<file path="src/rtl/calc_input_controller_if.sv">
// Token, ALU request and ALU result signals between button_reader, the
// calculator input controller and the ALU.
interface calc_input_controller_if #(
  parameter int BITS = 16
);
  logic [4:0]      i_data;
  logic            i_valid;
  logic            o_ready;
  logic [BITS-1:0] o_alu_a;
  logic [BITS-1:0] o_alu_b;
  logic [1:0]      o_alu_op;
  logic            o_alu_valid;
  logic            i_alu_ready;
  logic [BITS-1:0] i_res_data;
  logic            i_res_err;
  logic            i_res_valid;
  logic [BITS-1:0] o_display;
  logic            o_error;

  modport slave (
    input  i_data, i_valid, i_alu_ready, i_res_data, i_res_err, i_res_valid,
    output o_ready, o_alu_a, o_alu_b, o_alu_op, o_alu_valid, o_display, o_error
  );

  modport master (
    output i_data, i_valid, i_alu_ready, i_res_data, i_res_err, i_res_valid,
    input  o_ready, o_alu_a, o_alu_b, o_alu_op, o_alu_valid, o_display, o_error
  );
endinterface

</file>
<file path="src/rtl/calc_input_controller.sv">
// Calculator input controller: builds decimal operands from key tokens, issues
// A op B to the ALU, and drives the display value and error flag.
module calc_input_controller #(
  parameter int BITS = 16
) (
  input logic                   clk,
  input logic                   rst,
  calc_input_controller_if.slave bus
);

  typedef enum logic [2:0] {
    S_ENTER_A, S_OP_WAIT, S_ENTER_B, S_ISSUE, S_WAIT_RES, S_SHOW_RES, S_ERROR
  } state_t;

  localparam logic [BITS+3:0] MAXV = {5'b0, {(BITS-1){1'b1}}};

  state_t          r_state, w_state_nxt;
  logic [BITS-1:0] r_a, w_a_nxt;
  logic [BITS-1:0] r_b, w_b_nxt;
  logic [1:0]      r_op, w_op_nxt;
  logic [1:0]      r_next_op, w_next_op_nxt;
  logic            r_pending, w_pending_nxt;
  logic            r_error, w_error_nxt;
  logic            r_ready, w_ready_nxt;
  logic            r_alu_valid, w_alu_valid_nxt;
  logic [BITS-1:0] r_display, w_display_nxt;

  logic       w_accept, w_is_digit, w_is_ac, w_is_op, w_is_eq;
  logic [3:0] w_digit;
  logic [1:0] w_tok_op;

  assign w_accept   = bus.i_valid & r_ready;
  assign w_is_digit = w_accept && (bus.i_data <= 5'd9);
  assign w_is_ac    = w_accept && (bus.i_data == 5'd10);
  assign w_is_op    = w_accept && (bus.i_data >= 5'd11) && (bus.i_data <= 5'd14);
  assign w_is_eq    = w_accept && (bus.i_data == 5'd15);
  assign w_digit    = bus.i_data[3:0];
  // Tokens 11..14 have low bits 3,0,1,2, so adding one yields ADD,SUB,MUL,DIV.
  assign w_tok_op   = bus.i_data[1:0] + 2'd1;

  function automatic logic [BITS-1:0] acc_digit(input logic [BITS-1:0] x,
                                                input logic [3:0]      d);
    logic [BITS+3:0] v;
    v = {4'b0, x} * (BITS+4)'(10) + {{BITS{1'b0}}, d};
    return (v <= MAXV) ? v[BITS-1:0] : x;
  endfunction

  always_comb begin
    // NOTE: every next-state value is defaulted to its current value first so
    // no branch can leave one unassigned and infer a latch.
    w_state_nxt   = r_state;
    w_a_nxt       = r_a;
    w_b_nxt       = r_b;
    w_op_nxt      = r_op;
    w_next_op_nxt = r_next_op;
    w_pending_nxt = r_pending;
    w_error_nxt   = r_error;

    if (w_is_ac) begin
      w_state_nxt   = S_ENTER_A;
      w_a_nxt       = '0;
      w_b_nxt       = '0;
      w_op_nxt      = 2'd0;
      w_pending_nxt = 1'b0;
      w_error_nxt   = 1'b0;
    end else begin
      case (r_state)
        S_ENTER_A: begin
          if (w_is_digit) begin
            w_a_nxt = acc_digit(r_a, w_digit);
          end else if (w_is_op) begin
            w_op_nxt    = w_tok_op;
            w_state_nxt = S_OP_WAIT;
          end
        end
        S_OP_WAIT: begin
          if (w_is_op) begin
            w_op_nxt = w_tok_op;
          end else if (w_is_digit) begin
            w_b_nxt     = BITS'(w_digit);
            w_state_nxt = S_ENTER_B;
          end
        end
        S_ENTER_B: begin
          if (w_is_digit) begin
            w_b_nxt = acc_digit(r_b, w_digit);
          end else if (w_is_eq) begin
            w_pending_nxt = 1'b0;
            w_state_nxt   = S_ISSUE;
          end else if (w_is_op) begin
            w_next_op_nxt = w_tok_op;
            w_pending_nxt = 1'b1;
            w_state_nxt   = S_ISSUE;
          end
        end
        S_ISSUE: begin
          if (r_alu_valid && bus.i_alu_ready) w_state_nxt = S_WAIT_RES;
        end
        S_WAIT_RES: begin
          if (bus.i_res_valid) begin
            if (bus.i_res_err) begin
              w_error_nxt = 1'b1;
              w_state_nxt = S_ERROR;
            end else begin
              w_a_nxt = bus.i_res_data;
              w_b_nxt = '0;
              if (r_pending) begin
                w_op_nxt      = r_next_op;
                w_pending_nxt = 1'b0;
                w_state_nxt   = S_OP_WAIT;
              end else begin
                w_state_nxt = S_SHOW_RES;
              end
            end
          end
        end
        S_SHOW_RES: begin
          if (w_is_digit) begin
            w_a_nxt     = BITS'(w_digit);
            w_state_nxt = S_ENTER_A;
          end else if (w_is_op) begin
            w_op_nxt    = w_tok_op;
            w_state_nxt = S_OP_WAIT;
          end
        end
        S_ERROR: ;
        default: w_state_nxt = S_ENTER_A;
      endcase
    end

    // Registered outputs are derived from the next state so they line up with it.
    w_ready_nxt     = !(w_state_nxt == S_ISSUE || w_state_nxt == S_WAIT_RES);
    w_alu_valid_nxt = (w_state_nxt == S_ISSUE);
    case (w_state_nxt)
      S_ENTER_B, S_ISSUE, S_WAIT_RES: w_display_nxt = w_b_nxt;
      S_ERROR:                        w_display_nxt = '0;
      default:                        w_display_nxt = w_a_nxt;
    endcase
  end

  // NOTE: sequential state uses non-blocking assignments so every register
  // samples the pre-edge values of the others.
  always_ff @(posedge clk or posedge rst) begin
    if (rst) begin
      r_state     <= S_ENTER_A;
      r_a         <= '0;
      r_b         <= '0;
      r_op        <= 2'd0;
      r_next_op   <= 2'd0;
      r_pending   <= 1'b0;
      r_error     <= 1'b0;
      r_ready     <= 1'b1;
      r_alu_valid <= 1'b0;
      r_display   <= '0;
    end else begin
      r_state     <= w_state_nxt;
      r_a         <= w_a_nxt;
      r_b         <= w_b_nxt;
      r_op        <= w_op_nxt;
      r_next_op   <= w_next_op_nxt;
      r_pending   <= w_pending_nxt;
      r_error     <= w_error_nxt;
      r_ready     <= w_ready_nxt;
      r_alu_valid <= w_alu_valid_nxt;
      r_display   <= w_display_nxt;
    end
  end

  assign bus.o_ready     = r_ready;
  assign bus.o_alu_a     = r_a;
  assign bus.o_alu_b     = r_b;
  assign bus.o_alu_op    = r_op;
  assign bus.o_alu_valid = r_alu_valid;
  assign bus.o_display   = r_display;
  assign bus.o_error     = r_error;

endmodule
</file>
<file path="src/flat_wrapper.sv">
// flat-port wrapper written by rule: the top's interface ports become plain ports
module calc_input_controller_flat 
#(
  parameter int BITS = 16
)
  (clk, rst, bus_i_data, bus_i_valid, bus_i_alu_ready, bus_i_res_data, bus_i_res_err, bus_i_res_valid, bus_o_ready, bus_o_alu_a, bus_o_alu_b, bus_o_alu_op, bus_o_alu_valid, bus_o_display, bus_o_error);
  calc_input_controller_if #(.BITS(BITS)) bus_i ();
  input logic clk;
  input logic rst;
  input wire logic [$bits(bus_i.i_data)-1:0] bus_i_data;
  input wire logic [$bits(bus_i.i_valid)-1:0] bus_i_valid;
  input wire logic [$bits(bus_i.i_alu_ready)-1:0] bus_i_alu_ready;
  input wire logic [$bits(bus_i.i_res_data)-1:0] bus_i_res_data;
  input wire logic [$bits(bus_i.i_res_err)-1:0] bus_i_res_err;
  input wire logic [$bits(bus_i.i_res_valid)-1:0] bus_i_res_valid;
  output wire logic [$bits(bus_i.o_ready)-1:0] bus_o_ready;
  output wire logic [$bits(bus_i.o_alu_a)-1:0] bus_o_alu_a;
  output wire logic [$bits(bus_i.o_alu_b)-1:0] bus_o_alu_b;
  output wire logic [$bits(bus_i.o_alu_op)-1:0] bus_o_alu_op;
  output wire logic [$bits(bus_i.o_alu_valid)-1:0] bus_o_alu_valid;
  output wire logic [$bits(bus_i.o_display)-1:0] bus_o_display;
  output wire logic [$bits(bus_i.o_error)-1:0] bus_o_error;
  assign bus_i.i_data = bus_i_data;
  assign bus_i.i_valid = bus_i_valid;
  assign bus_i.i_alu_ready = bus_i_alu_ready;
  assign bus_i.i_res_data = bus_i_res_data;
  assign bus_i.i_res_err = bus_i_res_err;
  assign bus_i.i_res_valid = bus_i_res_valid;
  assign bus_o_ready = bus_i.o_ready;
  assign bus_o_alu_a = bus_i.o_alu_a;
  assign bus_o_alu_b = bus_i.o_alu_b;
  assign bus_o_alu_op = bus_i.o_alu_op;
  assign bus_o_alu_valid = bus_i.o_alu_valid;
  assign bus_o_display = bus_i.o_display;
  assign bus_o_error = bus_i.o_error;
  calc_input_controller #(.BITS(BITS)) u_core (.clk(clk), .rst(rst), .bus(bus_i));
endmodule
</file>
<file path="config.mk">
export PLATFORM = sky130hd
export DESIGN_NAME = calc_input_controller_flat
export DESIGN_NICKNAME = d
export VERILOG_FILES = /design/src/rtl/calc_input_controller_if.sv /design/src/rtl/calc_input_controller.sv /design/src/flat_wrapper.sv
export SDC_FILE = /design/constraint.sdc
export NUM_CORES = 1
export LEC_CHECK = 0
export BUFFER_PORTS_ARGS = -buffer_cell sky130_fd_sc_hd__buf_2
export CAP_MARGIN = 5
export CORE_ASPECT_RATIO = 0.9
export CORE_UTILIZATION = 45
export CTS_CLUSTER_DIAMETER = 60
export CTS_CLUSTER_SIZE = 40
export DETAILED_ROUTE_END_ITERATION = 12
export PLACE_DENSITY = 0.68
export SYNTH_ARGS = -nofsm -noshare
export SYNTH_HDL_FRONTEND = slang
export SYNTH_SLANG_ARGS = --single-unit
</file>
<file path="constraint.sdc">
create_clock -name clk -period 4.3 [get_ports clk]
set_input_delay 0.645 -clock clk [delete_from_list [all_inputs] [get_ports clk]]
set_output_delay 0.645 -clock clk [all_outputs]
set_load 0.02 [all_outputs]
</file>
==> qor.csv <==
stage,metric,value,unit
critical_path,crit-path max FO,12,
pwr,PwrDens,656,nW/um2
synthesis,async set or reset register ratio after synthesis,1.00,
synthesis,Yosys top cell area share,0.252,
cells_and_area,layout cells sized above 1,0.206,
cells_and_area,Final #Nets,853,
drt,Via density,6.15,
drt,Post-Route WL,17100,um
cells_and_area,P&R area growth vs syn,18.2,%
drt,final antenna-violating net count,0,
timing,max-slew violations,0,
drt,Iteration-0 DRC Markers,345,
timing,Setup Viol. Count Final,0,
grt,global-route usage over all layers,0.267,
timing,"Hold Violations, Final",0,
timing,Slew @ Worst Pin,1.11,ns
die,row cnt,38,
cells_and_area,Fillers,1156,
critical_path,r2r setup slk,0.17,ns
clock_network,Worst-Skew Late Latency,0.33,ns
drt,DRC violations left,0,
place,placed wire-length estimate,13200,um
clock_network,Num Clock Sinks,59,
pwr,Int Pwr,2.27,mW
pwr,switching share of power,0.491,
place,Placer Congestion,0.921,
drt,Pre-antenna DRT Iters,5,
timing,Slew HR,0.253,
clock_network,CTS H-tree depth,3,
timing,Tcrit/Tclk final,0.960,
pwr,Clock power frac,0.160,
cells_and_area,Final Util,0.555,
critical_path,reg-to-reg critical path endpoint,u_core.bus.o_display[1],
clock_network,root buf cell,clkbuf_16,
synthesis,most frequently used flop master after synthesis,dfrtp_1,
die,Starting Density,0.469,
synthesis,Yosys top cell by area,dfrtp_1,
synthesis,Yosys warning count,0,
timing,total negative slack,0,ns
grt,vias in the first global route,5460,
synthesis,"top cells by count, synth","ha_1 (65), dfrtp_1 (58), nor2_1 (58), nand2_1 (44), a21oi_1 (40)",
synthesis,Area contributors post-synth,"dfrtp_1 (25%), ha_1 (14%), xnor2_1 (4.3%)",
timing,Final Worst Setup Slack,0.174,ns
timing,Hold Slack,0.490,ns
critical_path,RR Startpoint,u_core.bus.o_alu_b[3],
synthesis,Synth Instances,667,
timing,Max Clock Freq,242,MHz
clock_network,clk slew on worst S/H paths,0.05,ns
clock_network,CTS max path bufs,2,
pwr,"Power, Total",4.46,mW
synthesis,Mapped Avg Cell Area,8.63,um2
grt,pin count of the biggest net entering global routing,39,
die,DIE AREA,13300,um2
critical_path,Worst Reg-to-Reg Cells,14,
synthesis,area of the mapped netlist,5760,um2
min_path,Hold WC Path Type,in -> async,
critical_path,startpoint types,flop,
synthesis,most common cell in the netlist,ha_1,
place,Port Buf Inserts,79,
critical_path,"Arr. time, crit path",4.29,ns
grt,first-pass GRT wire length,27600,um
timing,Tmin final,4.13,ns
synthesis,post-synthesis net count,763,
pwr,combinational share of power,0.628,
status,status,completed,
place,pre-CTS setup slack,0.0139,ns
clock_network,total CTS buffers,9,
grt,gr ovfl total,0,
clock_network,CTS tree,done,
synthesis,Unique masters post-synth,70,
grt,initial antenna violation count,0,
clock_network,Post-CTS Hold Buffers,0,
cells_and_area,n_diodes,0,
synthesis,number of synthesized flops with an enable pin,0,
pwr,VDD IR-drop max,0.000404,V
synthesis,sequential area share after synthesis,0.257,
critical_path,Worst EP required,4.47,ns
timing,Worst Skew,0.00604,ns
drt,routed wire length per instance,18.5,um
critical_path,CP Class,reg -> reg,
critical_path,crit path capture type,flop,
die,die height,109,um
pwr,Seq pwr share,0.212,
die,Core ar.,12300,um2
die,die span in x,121,um
drt,Vias,5666,
pwr,Lkg Pwr,3.30,nW
pwr,Net Switching,2.19,mW
job,Max-Cap Viols,0,
synthesis,"flops & latches, synth",59,
die,Top Ports,80,
-- area by class of cell --
class	instances	area [um2]	share of cell area
clock inverters	1	5.00	0.000735
clock buffers	15	298	0.0438
inverters	20	75.1	0.0110
well taps	160	200	0.0294
multi-input cells	564	4160	0.612
flip-flops and latches	59	1480	0.217
repair buffers	103	588	0.0864
-- power groups by stage --
stage | combinational (mW) | clock (mW) | sequential, mW
after floorplan | 1.86 | 0 | 1.05
after global placement | 2.64 | 0 | 0.945
after detailed placement | 2.70 | 0 | 0.950
after CTS | 2.73 | 0.718 | 0.944
after global routing | 3.07 | 0.741 | 0.970
final | 2.80 | 0.716 | 0.946
-- cells in the final DEF (no fill, tap or decap), types with 14 or more instances in the layout --
cell,n
a21o_1,20
a21oi_1,39
a22oi_1,25
buf_2,79
buf_4,23
dfrtp_1,58
ha_1,65
inv_1,19
nand2_1,44
nand3_1,16
nor2_1,58
nor3_1,22
o21ai_0,31
o22ai_1,14
xnor2_1,27
-- sequential cells by signal, indices dropped and copies added, names as in the netlist --
register / flops
u_core.bus.o_error: 1
u_core.r_pending: 1
u_core.r_next_op: 2
u_core.bus.o_display: 16
u_core.bus.o_ready: 1
u_core.bus.o_alu_op: 2
u_core.bus.o_alu_b: 16
u_core.bus.o_alu_a: 16
u_core.bus.o_alu_valid: 1
u_core.r_state: 3
-- stage by stage --
stage / instances / instance area (um2)
2_1_floorplan: 667 / 5760
3_3_place_gp: 904 / 6420
3_5_place_dp: 904 / 6420
4_1_cts: 920 / 6730
5_1_grt: 922 / 6810
6_report: 922 / 6810
-- cells by family after synthesis --
logic type,after synthesis,synth area share
AND/OR/NAND/NOR,205,0.182
XOR/XNOR,40,0.0608
flip-flops,59,0.257
multiplexers,18,0.0317
adder cells (fa/ha/maj),69,0.155
buffers and inverters,44,0.0319
AO/OA/AOI/OAI,232,0.282
-- worst max-delay path: stages, from the launching register on --
cell,delay (ns)
dfrtp_1,0.46
ha_1,0.32
ha_1,0.26
fa_1,0.43
a21o_1,0.20
nand4_1,0.18
a21boi_0,0.21
a2111oi_4,0.36
nand3_2,0.17
o21a_1,0.26
o211a_2,0.37
a22oi_2,0.18
a2bb2oi_2,0.22
o22ai_1,0.13
o21bai_1,0.19
-- worst max path at each step --
| stage | cells after the start | endpoint | from | slack (ns) |
|---|---|---|---|---|
| floorplan | 17 | u_core.bus.o_alu_a[12] | u_core.bus.o_alu_a[1] | 0.19 |
| global placement | 14 | u_core.bus.o_display[1] | u_core.bus.o_alu_b[3] | 0.08 |
| detailed placement | 14 | u_core.bus.o_display[1] | u_core.bus.o_alu_b[3] | 0.01 |
| CTS | 14 | u_core.bus.o_display[8] | u_core.bus.o_alu_b[3] | 0.04 |
| global route | 14 | u_core.bus.o_display[3] | u_core.bus.o_alu_b[3] | -0.005 |
| finish | 14 | u_core.bus.o_display[1] | u_core.bus.o_alu_b[3] | 0.17 |
-- routing by layer --
metal,share of wire,GRT usage,vias to the layer above,wire [um]
met4,0.018,0.0855,0,311
met3,0.052,0.0384,33,889
met2,0.47,0.438,204,8020
met5,0,0,-,0
met1,0.46,0.362,2726,7850
li1,-,-,2703,-
-- what timing repair did --
item	CTS	global route
endpoints found under the hold margin	0	0
setup endpoints to repair	1	31
buffers inserted	0	2
resized for setup	1	15
pin swaps	0	4
Note: power is estimated with default switching activity, not from simulation.
